===== src/rtl/esfa_cell_result_reducer_if.sv =====
// Handshake and cell-array bus between the ESFA cell array/controller and the result reducer.
// The reducer uses the slave modport; the controller or testbench uses the master modport.
interface esfa_cell_result_reducer_if #(
  parameter int NUM_CELLS  = 8,
  parameter int DATA_WIDTH = 8
);
  logic                             start;
  logic [NUM_CELLS-1:0]             cell_bool;
  logic [NUM_CELLS*DATA_WIDTH-1:0]  cell_value;
  logic [NUM_CELLS*DATA_WIDTH-1:0]  cell_context;
  logic                             busy;
  logic                             result_valid;
  logic                             result_ready;
  logic                             hit;
  logic [7:0]                       first_handle;
  logic [DATA_WIDTH-1:0]            first_value;
  logic [DATA_WIDTH-1:0]            first_context;
  logic [7:0]                       match_count;

  modport master (
    output start, cell_bool, cell_value, cell_context, result_ready,
    input  busy, result_valid, hit, first_handle, first_value, first_context, match_count
  );

  modport slave (
    input  start, cell_bool, cell_value, cell_context, result_ready,
    output busy, result_valid, hit, first_handle, first_value, first_context, match_count
  );
endinterface


===== src/rtl/esfa_cell_result_reducer.sv =====
// Scans ESFA cell outputs one cell per cycle and returns the lowest-indexed match,
// its value/context and the total match count over a valid/ready handshake.
//
// state | meaning
// IDLE  | waiting for start; last result retained
// WAIT  | cell outputs settling for CELL_LATENCY edges
// SCAN  | one cell examined per edge, index 0 upward
// DONE  | result_valid high until result_ready
module esfa_cell_result_reducer #(
  parameter int NUM_CELLS    = 8,
  parameter int CELL_LATENCY = 1,
  parameter int DATA_WIDTH   = 8
) (
  input logic                     clk,
  input logic                     reset,
  esfa_cell_result_reducer_if.slave bus
);

  localparam int IW = (NUM_CELLS > 1) ? $clog2(NUM_CELLS) : 1;
  localparam int WW = (CELL_LATENCY > 1) ? $clog2(CELL_LATENCY) : 1;
  localparam logic [IW-1:0] LAST_IDX  = IW'(NUM_CELLS - 1);
  localparam logic [WW-1:0] LAST_WAIT = WW'(CELL_LATENCY - 1);

  typedef enum logic [1:0] {
    ST_IDLE = 2'd0,
    ST_WAIT = 2'd1,
    ST_SCAN = 2'd2,
    ST_DONE = 2'd3
  } state_t;

  state_t                state, state_next;
  logic [WW-1:0]         wait_cnt, wait_next;
  logic [IW-1:0]         idx, idx_next;
  logic                  hit, hit_next;
  logic [7:0]            handle, handle_next;
  logic [DATA_WIDTH-1:0] value, value_next;
  logic [DATA_WIDTH-1:0] ctx, ctx_next;
  logic [7:0]            count, count_next;

  logic                  sel_bool;
  logic [DATA_WIDTH-1:0] sel_value;
  logic [DATA_WIDTH-1:0] sel_ctx;

  // Cell select mux; inputs are sampled live since the controller holds them while busy.
  always_comb begin
    sel_bool  = 1'b0;
    sel_value = '0;
    sel_ctx   = '0;
    for (int i = 0; i < NUM_CELLS; i++) begin
      if (idx == IW'(i)) begin
        sel_bool  = bus.cell_bool[i];
        sel_value = bus.cell_value[i*DATA_WIDTH +: DATA_WIDTH];
        sel_ctx   = bus.cell_context[i*DATA_WIDTH +: DATA_WIDTH];
      end
    end
  end

  always_ff @(posedge clk or negedge reset) begin
    if (!reset) begin
      state <= ST_IDLE;
    end else begin
      state <= state_next;
    end
  end

  always_comb begin
    state_next  = state;
    wait_next   = wait_cnt;
    idx_next    = idx;
    hit_next    = hit;
    handle_next = handle;
    value_next  = value;
    ctx_next    = ctx;
    count_next  = count;
    case (state)
      ST_IDLE: begin
        if (bus.start) begin
          hit_next    = 1'b0;
          handle_next = '0;
          value_next  = '0;
          ctx_next    = '0;
          count_next  = '0;
          wait_next   = '0;
          state_next  = ST_WAIT;
        end
      end
      ST_WAIT: begin
        if (wait_cnt == LAST_WAIT) begin
          idx_next   = '0;
          state_next = ST_SCAN;
        end else begin
          wait_next = wait_cnt + 1'b1;
        end
      end
      ST_SCAN: begin
        if (sel_bool) begin
          count_next = count + 8'd1;
          if (!hit) begin
            hit_next    = 1'b1;
            handle_next = 8'(idx);
            value_next  = sel_value;
            ctx_next    = sel_ctx;
          end
        end
        if (idx == LAST_IDX) begin
          state_next = ST_DONE;
        end else begin
          idx_next = idx + 1'b1;
        end
      end
      ST_DONE: begin
        if (bus.result_ready) begin
          state_next = ST_IDLE;
        end
      end
      default: state_next = ST_IDLE;
    endcase
  end

  always_ff @(posedge clk or negedge reset) begin
    if (!reset) begin
      wait_cnt <= '0;
      idx      <= '0;
      hit      <= 1'b0;
      handle   <= '0;
      value    <= '0;
      ctx      <= '0;
      count    <= '0;
    end else begin
      wait_cnt <= wait_next;
      idx      <= idx_next;
      hit      <= hit_next;
      handle   <= handle_next;
      value    <= value_next;
      ctx      <= ctx_next;
      count    <= count_next;
    end
  end

  assign bus.busy          = (state != ST_IDLE);
  assign bus.result_valid  = (state == ST_DONE);
  assign bus.hit           = hit;
  assign bus.first_handle  = handle;
  assign bus.first_value   = value;
  assign bus.first_context = ctx;
  assign bus.match_count   = count;

endmodule

===== src/flat_wrapper.sv =====
// flat-port wrapper written by rule: the top's interface ports become plain ports
module esfa_cell_result_reducer_flat 
#(
  parameter int NUM_CELLS    = 8,
  parameter int CELL_LATENCY = 1,
  parameter int DATA_WIDTH   = 8
)
  (clk, reset, bus_start, bus_cell_bool, bus_cell_value, bus_cell_context, bus_result_ready, bus_busy, bus_result_valid, bus_hit, bus_first_handle, bus_first_value, bus_first_context, bus_match_count);
  esfa_cell_result_reducer_if #(.NUM_CELLS(NUM_CELLS), .DATA_WIDTH(DATA_WIDTH)) bus_i ();
  input logic clk;
  input logic reset;
  input wire logic [$bits(bus_i.start)-1:0] bus_start;
  input wire logic [$bits(bus_i.cell_bool)-1:0] bus_cell_bool;
  input wire logic [$bits(bus_i.cell_value)-1:0] bus_cell_value;
  input wire logic [$bits(bus_i.cell_context)-1:0] bus_cell_context;
  input wire logic [$bits(bus_i.result_ready)-1:0] bus_result_ready;
  output wire logic [$bits(bus_i.busy)-1:0] bus_busy;
  output wire logic [$bits(bus_i.result_valid)-1:0] bus_result_valid;
  output wire logic [$bits(bus_i.hit)-1:0] bus_hit;
  output wire logic [$bits(bus_i.first_handle)-1:0] bus_first_handle;
  output wire logic [$bits(bus_i.first_value)-1:0] bus_first_value;
  output wire logic [$bits(bus_i.first_context)-1:0] bus_first_context;
  output wire logic [$bits(bus_i.match_count)-1:0] bus_match_count;
  assign bus_i.start = bus_start;
  assign bus_i.cell_bool = bus_cell_bool;
  assign bus_i.cell_value = bus_cell_value;
  assign bus_i.cell_context = bus_cell_context;
  assign bus_i.result_ready = bus_result_ready;
  assign bus_busy = bus_i.busy;
  assign bus_result_valid = bus_i.result_valid;
  assign bus_hit = bus_i.hit;
  assign bus_first_handle = bus_i.first_handle;
  assign bus_first_value = bus_i.first_value;
  assign bus_first_context = bus_i.first_context;
  assign bus_match_count = bus_i.match_count;
  esfa_cell_result_reducer #(.NUM_CELLS(NUM_CELLS), .CELL_LATENCY(CELL_LATENCY), .DATA_WIDTH(DATA_WIDTH)) u_core (.clk(clk), .reset(reset), .bus(bus_i));
endmodule

===== config.mk =====
export PLATFORM = sky130hd
export DESIGN_NAME = esfa_cell_result_reducer_flat
export DESIGN_NICKNAME = d
export VERILOG_FILES = /design/src/rtl/esfa_cell_result_reducer_if.sv /design/src/rtl/esfa_cell_result_reducer.sv /design/src/flat_wrapper.sv
export SDC_FILE = /design/constraint.sdc
export NUM_CORES = 1
export LEC_CHECK = 0
export CORE_AREA = 2 2 129 68
export CTS_CLUSTER_DIAMETER = 40
export DETAILED_ROUTE_END_ITERATION = 6
export DIE_AREA = 0 0 131 70
export PLACE_DENSITY = 0.93
export SETUP_SLACK_MARGIN = 0.05
export SLEW_MARGIN = 10
export SYNTH_ARGS = -nofsm -noshare
export SYNTH_HDL_FRONTEND = slang
export SYNTH_SLANG_ARGS = --single-unit

===== constraint.sdc =====
create_clock -name clk -period 3.4 [get_ports clk]
set_input_delay 0.68 -clock clk [delete_from_list [all_inputs] [get_ports clk]]
set_output_delay 0.68 -clock clk [all_outputs]
set_load 0.03 [all_outputs]

Word-level counts from Yosys, hierarchy flattened
Cells that the tools add are included.
{"block": "totals", "out_inout_bits": 35, "inputBits": 140, "reg_bits": 39, "wordCells": 88}
{"block": "classes", "n_reduce_logical": 11, "mux": 49, "n_eq_ne": 17, "n_addsub": 3}
{"op": "two-way mux 8 bit", "count": 24}
{"op": "case mux 8 bit (2 select lines)", "count": 4}
{"op": "equality test 3 bit (second input constant)", "count": 4}
{"op": "two-way mux 1 bit", "count": 11}
{"op": "inequality test 2 bit (second input constant)", "count": 5}
{"op": "adder 8 x 1 -> 8 bit (second input constant)", "count": 1}
{"op": "two-way mux 2 bit", "count": 4}
{"op": "case mux 2 bit (4 select lines)", "count": 1}
{"op": "AND reduction 4 bit", "count": 2}
{"op": "nonzero test 2 bit", "count": 4}
{"op": "equality test 3 x 2 -> 1 bit (second input constant)", "count": 2}
{"op": "two-way mux 3 bit", "count": 2}
{"op": "case mux 3 bit (2 select lines)", "count": 1}
{"op": "AND reduction 3 bit", "count": 2}
{"op": "equality test 2 bit (second input constant)", "count": 2}
{"op": "inequality test 2 x 1 -> 1 bit (second input constant)", "count": 2}
{"op": "case mux 1 bit (2 select lines)", "count": 2}
{"op": "adder 3 x 1 -> 3 bit (second input constant)", "count": 1}
{"op": "equality test 3 x 1 -> 1 bit (second input constant)", "count": 1}
{"op": "zero test 3 bit", "count": 1}
{"op": "equality test 2 x 1 -> 1 bit (second input constant)", "count": 1}
{"op": "zero test 2 bit", "count": 1}
{"op": "AND reduction 2 bit", "count": 1}
{"op": "adder 1 bit (second input constant)", "count": 1}

Depth between registers and ports, before layout
{"block": "logic_depth", "word_depth": 12, "depth_mapped": 12}

Worst setup path before layout
Ideal clock, no wire load.
{"block": "synth_path", "path_type": "register -> register", "from": "register u_core.idx[2]", "to": "register u_core.ctx[0] (netlist: u_core.bus.first_context[0])", "synth_period_minus_slack_ns": 2.904, "setup_slack_ns": 0.496, "path_buffers": 5, "path_stages_with_launch": 12, "arrival_time_ns": 2.779, "setup_time_ns": 0.125, "path_cell_list": "dfrtp_1 -> buf_2 -> buf_1 -> buf_1 -> inv_1 -> ha_1 -> clkbuf_1 -> a2111oi_4 -> o2111ai_2 -> nand2_4 -> buf_12 -> mux2_4"}
{"block": "synth_between", "elab_chain_len": 12}
{"item": "start: declaration", "line_no": "esfa_cell_result_reducer.sv:33", "rtl": "logic [IW-1:0] idx, idx_next;"}
{"item": "start signal: assignment", "line_no": "esfa_cell_result_reducer.sv:131", "rtl": "idx <= idx_next;"}
{"item": "zero test 3 bit", "line_no": "esfa_cell_result_reducer.sv:50", "rtl": "if (idx == IW'(i)) begin"}
{"item": "two-way mux 8 bit (8 in a row)", "line_no": "esfa_cell_result_reducer.sv:50"}
{"item": "two-way mux 8 bit", "line_no": "esfa_cell_result_reducer.sv:98", "rtl": "if (!hit) begin"}
{"item": "two-way mux 8 bit", "line_no": "esfa_cell_result_reducer.sv:96", "rtl": "if (sel_bool) begin"}
{"item": "case mux 8 bit (2 select lines)", "line_no": "esfa_cell_result_reducer.sv:75", "rtl": "case (state)"}
{"item": "end signal: assignment", "line_no": "esfa_cell_result_reducer.sv:135", "rtl": "ctx <= ctx_next;"}
{"item": "end: declaration", "line_no": "esfa_cell_result_reducer.sv:37", "rtl": "logic [DATA_WIDTH-1:0] ctx, ctx_next;"}
Parallel ways exist; a longest one is shown, timed or not. The select of a mux whose other input is x is not followed.
A chain may end at the register's enable or synchronous reset.

Worst setup path in the final report
{"block": "layout_path", "from": "register u_core.idx[0]", "to": "register u_core.ctx[0] (netlist: u_core.bus.first_context[0])"}
Same word-level chain as after synthesis.

==> results.cfg <==
[run_status]
status = completed

[critical_path]
crit_family = simple AND/OR/NAND/NOR gates
critical_path_buf_inv_count = 1
crit_chain = ha_1 -> ha_1 -> buf_4 -> nor2_1 -> a31oi_1 -> o21ai_0 -> mux2_4
crit_top_cell = ha_1
cp.required_ns = 3.61
crit_type = reg2reg
crit_path_end_kind = flip-flop
worstSetupStartpointType = flip-flop
critPathArrivalTime_ns = 3.17
slowest_delay_ns = 0.85
slowest_stage = nor2_1
crit_fanout = 16

[clock_tree]
cts_buffers = 5
clkLatencyLatePin_ns = 0.28
post-cts-setup-buffers = 0
ctsResizeCount = 0
ctsHtreeMaxLevel = 2
cts-root-buf = clkbuf_16
clock_path_buffers = 2
cts_tree = yes
cts_sinks = 33
clk_pin_slew_ns = 0.06
cts_hold_buf = 0

[timing]
worst_pin_slew_ns = 1.108
hold_viol_final = 0
setup_viol = 0
period_needed_ns = 2.951
rsz0062_at_grt = false
max_freq_mhz = 338.9
period_share_pct = 86.79
final.setup.tns_ns = 0
max-slew-margin-rel_pct = 25.88
fin_worst_hold_slack_ns = 0.4797
fin_skew_ns = 0.005195
final_max_slew_viol_count = 0

[power]
p_sw_share_pct = 46.42
total_power_mw = 3.721
net-switching-power_mw = 1.727
p_clk_share_pct = 14.4
p_leak_nw = 2.126
internal-power_mw = 1.994
p_per_area_nw_per_um2 = 733.9
peakVddDrop_v = 0.0003721
p_comb_share_pct = 67.9
power_frac_seq_pct = 17.7

[route]
drc = 0
wirelength_um = 12290
drtIter0Drc = 224
wl_per_cell_um = 18.29
top_layer_used = met4
wl_met2_um = 5478
drtPass1Iterations = 5
met1_length_um = 5273
viasPerCell = 5.612
met3_length_um = 1315
antenna_left = 0
num_vias = 3771

[placement]
gp_congestion = 0.8857
portBuffers = 169
hpwl_um = 9431

[yosys]
syn_area_sq_um = 3174
ys_top_cells_by_area = dfrtp_1 (26%), nand2_1 (11%), o21ai_0 (6.5%), o221a_2 (5.7%), ha_1 (4.7%)
netlist_instances = 402
synth_ff_type = dfrtp_1
async_flop_share_pct = 100.0
synth-seq-area-share_pct = 26.01
synth_cell_type_count = 45
syn_area_per_cell_sq_um = 7.896
synth_commonest_cells = nand2_1 (91), o21ai_0 (41), dfrtp_1 (33), nand3_1 (21), a21oi_1 (20)
synth-edff-count = 0
synth_most_common_cell = nand2_1
synth_top_area_share_pct = 26.01
yosys.area.top_type = dfrtp_1
ys_ff_latch = 33
yosys_warnings = 0

[floorplanning]
initial_core_util_pct = 38.44
die_x_um = 131
rows = 24
coreArea_sq_um = 8258
die_area_sq_um = 9170
io_pins = 175
die_y_um = 70

[cells_and_area]
syn2layout_area_growth_pct = 59.72
drive_gt1_share_pct = 10.99
nets = 706
antenna_cells = 0

[global_routing]
grt_pass1_wl_um = 19000
grt_max_degree = 49
antenna_found_initial = 0
grt_overflow = 0
first_global_vias = 3741
grt_usage_pct = 26.46

[run]
drv_cap = 0

[worst_hold_path]
hold_class = in2async
## kinds of logic (layout without fill, tap and decap cells)
group / count (synthesis) / in the layout / synth area share [%]
other: 1 / 5 / 0.1181
muxes: 21 / 21 / 8.475
AOI/OAI and AO/OA: 138 / 138 / 31.81
buffers and inverters: 49 / 198 / 7.568
xor gates and xnor gates: 1 / 1 / 0.2760
and+or+nand+nor: 147 / 147 / 21.01
DFF: 33 / 33 / 26.01
adders and majority gates: 12 / 12 / 4.730
## metrics by stage
step / setup WS, ns / cell area, sq um / utilization [%] / instances
after floorplan: 0.4958 / 3189 / - / 406
after global placement: 0.6376 / 4897 / 59.30 / 664
after detailed placement: 0.5647 / 4897 / 59.30 / 664
after CTS: 0.5693 / 5070 / 61.39 / 672
after global routing: 0.3497 / 5070 / 61.39 / 672
final: 0.4490 / 5070 / 61.39 / 672
## per-layer routing
| layer | vias to the layer above | GRT usage [%] |
|---|---|---|
| li1 | 1750 | - |
| met3 | 22 | 8.046 |
| met4 | 0 | 7.092 |
| met2 | 219 | 42.43 |
| met1 | 1780 | 34.63 |
| met5 | - | 0 |
## power groups by stage
stage / combinational (mW) / clock [mW] / sequential [mW]
detailed placement: 2.50 / 0 / 0.657
global placement: 2.40 / 0 / 0.655
finish: 2.53 / 0.536 / 0.659
floorplan: 1.59 / 0 / 0.824
global route: 2.72 / 0.572 / 0.673
CTS: 2.51 / 0.548 / 0.654
## final cells by class
| cell class | instances | area [sq um] |
|---|---|---|
| Clock inverter | 1 | 30.03 |
| Fill cell | 687 | 3188 |
| Multi-Input combinational cell | 324 | 2126 |
| Tap cell | 117 | 146.4 |
| Clock buffer | 7 | 142.6 |
| Sequential cell | 33 | 825.8 |
| Timing Repair Buffer | 178 | 1754 |
| Inverter | 12 | 45.04 |
## final timing paths
| kind | cells past startpoint | start | slack [ns] | end |
|---|---|---|---|---|
| setup / recovery | 7 | u_core.idx[0] | 0.45 | u_core.bus.first_context[0] |
| hold / removal | 1 | reset | 0.48 | u_core.bus.first_value[5] |
| setup reg to reg | 7 | u_core.idx[0] | 0.45 | u_core.bus.first_context[0] |
| hold reg to reg | 1 | u_core.bus.first_value[1] | 0.52 | u_core.bus.first_value[1] |
| max in group asynchronous | 1 | reset | 2.42 | u_core.bus.first_handle[2] |
| min in group clk | 1 | u_core.bus.first_value[1] | 0.52 | u_core.bus.first_value[1] |
## layout by cell type (no fill, tap or decap), drive strengths merged, types with 4 or more instances in the layout
master	instances
o21ai	41
nor2	8
clkbuf	7
nand2b	17
o211ai	17
a31oi	16
ha	12
o22a	6
mux2i	4
buf	10
a211oi	5
dfrtp	33
clkdlybuf4s50	168
a21oi	22
mux2	17
o221a	16
nor2b	4
nand3	21
inv	11
conb	5
nand2	92
## registers in the layout, indices dropped and copies added (netlist names)
| register | count |
|---|---|
| u_core.bus.match_count | 8 |
| u_core.bus.first_context | 8 |
| u_core.idx | 3 |
| u_core.state | 2 |
| u_core.bus.hit | 1 |
| u_core.bus.first_value | 8 |
| u_core.bus.first_handle | 3 |
## worst reg2reg max path, delay by kind of cell, from the launching register on
kind            cells  cell delay [ns]
mux                 1             0.20
fa+ha+maj           2             0.57
buf+inv             1             0.25
compound gates      2             0.60
simple gates        1             0.85
flops               1             0.42
Power figures use the tool's default switching activity.
